<file path="config.mk">
export PLATFORM = sky130hd
export DESIGN_NAME = flow_input_arbiter
export DESIGN_NICKNAME = d
export VERILOG_FILES = /design/src/rtl/flow_arb_pkg.sv /design/src/rtl/flow_fifo.sv /design/src/rtl/flow_input_arbiter.sv
export SDC_FILE = /design/constraint.sdc
export NUM_CORES = 1
export LEC_CHECK = 0
export BUFFER_PORTS_ARGS = -buffer_cell sky130_fd_sc_hd__buf_2
export CORE_MARGIN = 8
export CORE_UTILIZATION = 25
export DETAILED_ROUTE_END_ITERATION = 16
export HOLD_SLACK_MARGIN = 0.05
export PLACE_DENSITY = 0.47
export SYNTH_ARGS = -nofsm -noshare
export SYNTH_HDL_FRONTEND = slang
export SYNTH_SLANG_ARGS = --single-unit
</file>
<file path="constraint.sdc">
create_clock -name clk -period 5.15 [get_ports clk]
set_clock_uncertainty 0.05 [all_clocks]
set_input_delay 0.515 -clock clk [delete_from_list [all_inputs] [get_ports clk]]
set_output_delay 0.515 -clock clk [all_outputs]
set_load 0.02 [all_outputs]
</file>
<file path="src/rtl/flow_arb_pkg.sv">
// Shared constants, types and helpers for the multi-flow input arbiter.
// rr_pick returns {found, index} of the first eligible flow at or after ptr.
package flow_arb_pkg;

  localparam int FLUX_MAX   = 16;
  localparam int PICK_W     = $clog2(FLUX_MAX);
  localparam int ARB_SIZE_W = 7;

  typedef logic [2*ARB_SIZE_W-1:0] blk_len_t;

  function automatic int tag_w(input int flux);
    return (flux > 1) ? $clog2(flux) : 1;
  endfunction

  function automatic logic [PICK_W:0] rr_pick(
    input logic [FLUX_MAX-1:0] elig,
    input logic [PICK_W-1:0]   ptr,
    input int                  flux
  );
    logic [PICK_W:0] res;
    int              idx;
    res = '0;
    for (int i = 0; i < FLUX_MAX; i++) begin
      idx = (int'(ptr) + i) % flux;
      if ((i < flux) && !res[PICK_W] && elig[idx[PICK_W-1:0]]) begin
        res = {1'b1, idx[PICK_W-1:0]};
      end else begin
        res = res;
      end
    end
    return res;
  endfunction

endpackage

</file>
<file path="src/rtl/flow_fifo.sv">
// Per-flow pixel FIFO. A pushed word becomes readable one cycle after the push,
// while occupancy (and therefore full) counts it immediately.
module flow_fifo #(
  parameter int DATA_W = 8,
  parameter int DEPTH  = 16
) (
  input  logic              clk,
  input  logic              rst_n,
  input  logic              i_push,
  input  logic              i_pop,
  input  logic [DATA_W-1:0] i_din,
  output logic [DATA_W-1:0] o_dout,
  output logic              o_full,
  output logic              o_empty
);

  localparam int AW = $clog2(DEPTH);
  localparam int CW = AW + 1;

  logic [DATA_W-1:0] r_mem [DEPTH];
  logic [AW-1:0]     r_wr_ptr;
  logic [AW-1:0]     r_rd_ptr;
  logic [CW-1:0]     r_count;
  logic [CW-1:0]     r_avail;
  logic              r_push_d;
  logic              w_push_ok;
  logic              w_pop_ok;

  assign o_full    = (r_count == CW'(DEPTH));
  assign o_empty   = (r_avail == '0);
  assign w_push_ok = i_push && !o_full;
  assign w_pop_ok  = i_pop && !o_empty;
  assign o_dout    = r_mem[r_rd_ptr];

  // storage array, written on accepted pushes only
  always_ff @(posedge clk) begin
    if (w_push_ok) begin
      r_mem[r_wr_ptr] <= i_din;
    end
  end

  // pointers, occupancy and readable-word count
  always_ff @(posedge clk or negedge rst_n) begin
    if (!rst_n) begin
      r_wr_ptr <= '0;
      r_rd_ptr <= '0;
      r_count  <= '0;
      r_avail  <= '0;
      r_push_d <= 1'b0;
    end else begin
      if (w_push_ok) r_wr_ptr <= r_wr_ptr + AW'(1);
      if (w_pop_ok)  r_rd_ptr <= r_rd_ptr + AW'(1);
      r_push_d <= w_push_ok;
      r_count  <= r_count + CW'(w_push_ok) - CW'(w_pop_ok);
      r_avail  <= r_avail + CW'(r_push_d) - CW'(w_pop_ok);
    end
  end

endmodule

</file>
<file path="src/rtl/flow_input_arbiter.sv">
// Buffers FLUX pixel streams and merges them round-robin into one tagged stream,
// gated per flow by a block length of size*size. Define ARB_ERR_CHECK_EN for sticky err.
module flow_input_arbiter
  import flow_arb_pkg::*;
#(
  parameter int FLUX   = 2,
  parameter int DEPTH  = 16,
  parameter int DATA_W = 8,
  parameter int SIZE_W = 7,
  parameter int TAG_W  = tag_w(FLUX)
) (
  input  logic                     clk,
  input  logic                     rst,
  input  logic [FLUX*DATA_W-1:0]   in_din,
  input  logic [FLUX-1:0]          in_write,
  output logic [FLUX-1:0]          in_full,
  input  logic [FLUX*SIZE_W-1:0]   cfg_size,
  input  logic [FLUX-1:0]          cfg_write,
  output logic [TAG_W+DATA_W-1:0]  out_din,
  output logic                     out_write,
  input  logic [FLUX-1:0]          out_full,
  output logic [FLUX-1:0]          blk_done,
  output logic [FLUX-1:0]          busy,
  output logic [FLUX-1:0]          err
);

  localparam int RW = 2 * SIZE_W;

  logic [FLUX-1:0]           w_empty;
  logic [FLUX-1:0]           w_elig;
  logic [FLUX-1:0]           w_grant;
  logic [DATA_W-1:0]         w_fifo_dout [FLUX];
  logic [FLUX_MAX-1:0]       w_elig_ext;
  logic [PICK_W:0]           w_pick;
  logic                      w_gnt_vld;
  logic [PICK_W-1:0]         w_gnt_idx;
  logic [DATA_W-1:0]         w_gnt_data;
  logic [TAG_W-1:0]          w_ptr_nxt;
  logic [TAG_W-1:0]          r_ptr;
  logic                      r_out_write;
  logic [TAG_W+DATA_W-1:0]   r_out_din;

  for (genvar f = 0; f < FLUX; f++) begin : g_flow
    logic [SIZE_W-1:0] w_size;
    logic [RW-1:0]     w_sq;
    logic [RW-1:0]     w_rem_nxt;
    logic [RW-1:0]     r_rem;
    logic              w_load;
    logic              r_busy;
    logic              r_done;

    assign w_size = cfg_size[f*SIZE_W +: SIZE_W];
    assign w_sq   = RW'(w_size) * RW'(w_size);
    assign w_load = cfg_write[f] && (r_rem == '0) && (w_size != '0);

    flow_fifo #(.DATA_W(DATA_W), .DEPTH(DEPTH)) u_fifo (
      .clk     (clk),
      .rst_n   (rst),
      .i_push  (in_write[f]),
      .i_pop   (w_grant[f]),
      .i_din   (in_din[f*DATA_W +: DATA_W]),
      .o_dout  (w_fifo_dout[f]),
      .o_full  (in_full[f]),
      .o_empty (w_empty[f])
    );

    assign w_elig[f] = !w_empty[f] && (r_rem != '0) && !out_full[f];

    // remaining-pixel count: load only when idle, otherwise count down on grants
    always_comb begin
      w_rem_nxt = r_rem;
      if (w_load) begin
        w_rem_nxt = w_sq;
      end else if (w_grant[f]) begin
        w_rem_nxt = r_rem - RW'(1);
      end else begin
        w_rem_nxt = r_rem;
      end
    end

    // per-flow block state and its registered status outputs
    always_ff @(posedge clk or negedge rst) begin
      if (!rst) begin
        r_rem  <= '0;
        r_busy <= 1'b0;
        r_done <= 1'b0;
      end else begin
        r_rem  <= w_rem_nxt;
        r_busy <= (w_rem_nxt != '0);
        r_done <= w_grant[f] && (r_rem == RW'(1));
      end
    end

    assign busy[f]     = r_busy;
    assign blk_done[f] = r_done;

`ifdef ARB_ERR_CHECK_EN
    logic r_err;

    // sticky protocol error: overflow write, reconfig while busy, or zero size
    always_ff @(posedge clk or negedge rst) begin
      if (!rst) begin
        r_err <= 1'b0;
      end else if ((in_write[f] && in_full[f]) ||
                   (cfg_write[f] && r_busy) ||
                   (cfg_write[f] && (w_size == '0))) begin
        r_err <= 1'b1;
      end
    end

    assign err[f] = r_err;
`else
    assign err[f] = 1'b0;
`endif
  end

  // round-robin grant and pixel select
  always_comb begin
    w_elig_ext             = '0;
    w_elig_ext[FLUX-1:0]   = w_elig;
    w_pick                 = rr_pick(w_elig_ext, PICK_W'(r_ptr), FLUX);
    w_gnt_vld              = w_pick[PICK_W];
    w_gnt_idx              = w_pick[PICK_W-1:0];
    w_grant                = '0;
    w_gnt_data             = '0;
    for (int i = 0; i < FLUX; i++) begin
      if (w_gnt_vld && (w_gnt_idx == PICK_W'(i))) begin
        w_grant[i] = 1'b1;
        w_gnt_data = w_fifo_dout[i];
      end else begin
        w_grant[i] = 1'b0;
      end
    end
    if (w_gnt_idx == PICK_W'(FLUX - 1)) begin
      w_ptr_nxt = '0;
    end else begin
      w_ptr_nxt = TAG_W'(w_gnt_idx + PICK_W'(1));
    end
  end

  // output register; out_din holds its last value on idle cycles
  always_ff @(posedge clk or negedge rst) begin
    if (!rst) begin
      r_ptr       <= '0;
      r_out_write <= 1'b0;
      r_out_din   <= '0;
    end else begin
      r_out_write <= w_gnt_vld;
      if (w_gnt_vld) begin
        r_out_din <= {TAG_W'(w_gnt_idx), w_gnt_data};
        r_ptr     <= w_ptr_nxt;
      end
    end
  end

  assign out_write = r_out_write;
  assign out_din   = r_out_din;

endmodule

</file>
==> out/qor.csv <==
metric;value;unit
die_w;275;µm
rows;95;
viasPerCell;4.45;
place_ws;-0.0374;ns
required;5.52;ns
clock-root-buffer;clkbuf_16;
ys_ff_latch;337;
start_kind;input pin;
grt_max_degree;42;
antenna_found_initial;2;
core_area;0.0667;mm²
cts.clk_slew.worst_paths;0.06;ns
grt_first_pass_wirelength;59100;µm
min_path_type;in -> reg;
synth_area_leader_cell;edfxtp_1;
post_cts_resized;0;
vias;9600;
dieArea;0.0754;mm²
total_power;10.3;mW
maxSlewViolCount;0;
hold_violations;0;
rsz0062_at_grt;no;
post-route-period-util;90.3;%
max-vdd-ir-drop;0.251;mV
setup_viol;0;
status;finished, final reports clean;
power.density;530;mW/mm²
critPathMaxFanout;4;
synthCells;1179;
cts_sinks;337;
htree_levels;2;
drt_wl_total;37200;µm
yosysSeqAreaShare;58.1;%
die_y;275;µm
fin_cells;2159;
critical_path_class;in -> reg;
synthTopCellsByArea;edfxtp_1, dfrtp_1, mux4_2, ha_1, fa_1;
wl_per_cell;17.2;µm
synthArstFlopShare;24.0;%
ant_nets;0;
start_util;25.1;%
cts_buffers;39;
synth_top_cell_area_share;46.0;%
ys.flop_type;edfxtp_1;
clkLatencyLatePin;0.55;ns
critPathCaptureType;flip-flop;
p_leak;7.29;nW
yosysUniqueCellTypes;62;
first_global_vias;10100;
place_hpwl;26600;µm
drtPass1Iterations;5;
io_pins;56;
syn_area_per_cell;14.2;µm²
dpl.cell_count;2085;
gp_congestion;0.759;
drive_above_1_share;17.8;%
cts_tree;yes;
num-nets-final;1410;
area_growth;16.2;%
io_buffers;53;
timing.slew.headroom;32.1;%
dr.first_iter.drc_count;621;
yosysWarnings;0;
netlist_area;0.0167;mm²
cts_buffer_depth;3;
worstMarginPinSlew;1.02;ns
layout_setup_ws;0.500;ns
period_needed;4.65;ns
grt-ovfl-total;0;
grt_usage;9.97;%
cap_violations;0;
drc;0;
worstPathArrival;5.02;ns
max_freq;215;MHz
synth_edf_count;256;
## synth_stat cells, types with 2 or more instances
library cell / number
nor3_1: 24
nor4_1: 10
o22ai_1: 10
or4_1: 5
o21a_1: 3
buf_1: 6
mux2i_1: 33
mux4_2: 62
ha_1: 88
a211oi_1: 3
o21ai_1: 2
nor2_1: 61
nand4_1: 9
o21ai_0: 30
nor4b_1: 4
clkbuf_1: 42
and2_1: 31
o211ai_1: 4
and4_1: 3
dfrtp_1: 81
a21oi_1: 39
inv_1: 74
or2_1: 2
o32ai_1: 6
nand2b_1: 11
or2_2: 3
fa_1: 30
edfxtp_1: 256
buf_2: 2
and3_1: 9
nor3b_1: 2
a21o_1: 11
nand4b_1: 3
nand2_1: 68
nor2b_1: 6
buf_4: 8
nand3_1: 13
xnor2_1: 50
o221ai_1: 12
or3_1: 6
a31o_2: 6
a211o_1: 2
xor2_1: 30
## path summary, 6_finish.rpt
kind / cells after the start / end / startpoint / slack, ns
hold reg to reg: 1 / g_flow[1].u_fifo.r_avail[0] / g_flow[1].u_fifo.r_push_d / 0.44
min in group asynchronous: 2 / g_flow[0].u_fifo.r_wr_ptr[3] / rst / 0.48
setup / recovery: 18 / g_flow[1].r_busy / cfg_size[11] / 0.50
setup reg to reg: 12 / g_flow[1].r_busy / g_flow[0].r_rem[0] / 0.98
hold / removal: 1 / g_flow[0].u_fifo.r_mem[1][6] / in_din[6] / 0.31
max in group asynchronous: 3 / g_flow[0].r_rem[2] / rst / 3.58
## worst max-delay path, stage by stage
cell	delay, ns
buf_2	0.12
inv_1	0.08
nor2_1	0.05
ha_1	0.29
xor2_1	0.19
fa_1	0.53
inv_1	0.05
fa_1	0.46
fa_1	0.47
ha_1	0.32
nand3_1	0.08
o211ai_1	0.21
nor2_1	0.08
xor2_1	0.14
o21ai_1	0.09
or4_1	0.54
or4_1	0.41
a2111o_1	0.39
## cell type report
class                   instances  area, µm²
repair buffers                 91        556
diodes                          1       2.50
flip-flops and latches        337       9720
inverters                      77        292
clock buffers                  53       1080
well taps                     873       1090
multi-input cells             708       6480
fillers                      6676      47300
clock inverters                19        208
## flip-flops by register name (all words and copies together) (netlist names)
name	cells
g_flow.u_fifo.r_mem	256
g_flow.r_rem	28
g_flow.u_fifo.r_avail	10
g_flow.u_fifo.r_count	10
out_din	9
g_flow.u_fifo.r_rd_ptr	8
g_flow.u_fifo.r_wr_ptr	8
g_flow.r_busy	2
g_flow.r_done	2
g_flow.u_fifo.r_push_d	2
out_write	1
r_ptr	1
## power breakdown
part	total [mW]	internal (mW)	switching, mW	leakage, nW
Sequential	3.97	3.46	0.514	3.28
Combinational	3.55	1.62	1.93	3.38
Clock	2.77	1.68	1.09	0.635
## cells by family (layout without fill, tap and decap cells)
group | count (synthesis) | after routing | share of synthesized area, %
AO/OA/AOI/OAI | 137 | 137 | 5.43
XOR/XNOR | 80 | 80 | 4.19
adder cells (fa/ha/maj) | 118 | 118 | 10.2
buffers and inverters | 135 | 240 | 3.24
flip-flops | 337 | 337 | 58.1
multiplexers | 95 | 95 | 10.3
other | 1 | 3 | 0.0224
AND/OR/NAND/NOR | 276 | 276 | 8.52
## layout by cell type, fill, tap and decap left out, types with 31 or more instances in the layout
master,Yosys,layout
edfxtp_1,256,256
ha_1,88,88
dfrtp_1,81,79
inv_1,74,74
nand2_1,68,68
mux4_2,62,62
nor2_1,61,61
buf_2,2,52
xnor2_1,50,50
clkbuf_16,0,41
a21oi_1,39,39
buf_4,8,38
mux2i_1,33,33
and2_1,31,31
## repair_timing
action,in CTS,in global routing
endpoints found under the hold margin,40,0
hold buffers,1,0
setup buffers,0,0
## metrics by stage
stage | instance area [µm²] | util (%) | hold slack, ns | TNS [ns]
final | 19400 | 29.1 | 0.310 | 0
after global routing | 19400 | 29.1 | 0.297 | 0
after CTS | 19400 | 29.1 | 0.275 | 0
after detailed placement | 18100 | 27.2 | 0.428 | -0.0374
after global placement | 18100 | 27.2 | 0.411 | -0.0296
after floorplan | 16700 | - | 0.169 | 0
## per-layer routing
metal / part of all wire [%] / wire length [µm] / GRT usage, % / up-vias
met1: 48 / 17700 / 14.0 / 4852
met5: 0 / 0 / 0 / -
li1: - / - / - / 4517
met2: 46 / 17000 / 15.6 / 180
met4: 1.9 / 706 / 2.84 / 0
met3: 4.7 / 1750 / 1.94 / 51
Power figures use the tool's default switching activity.
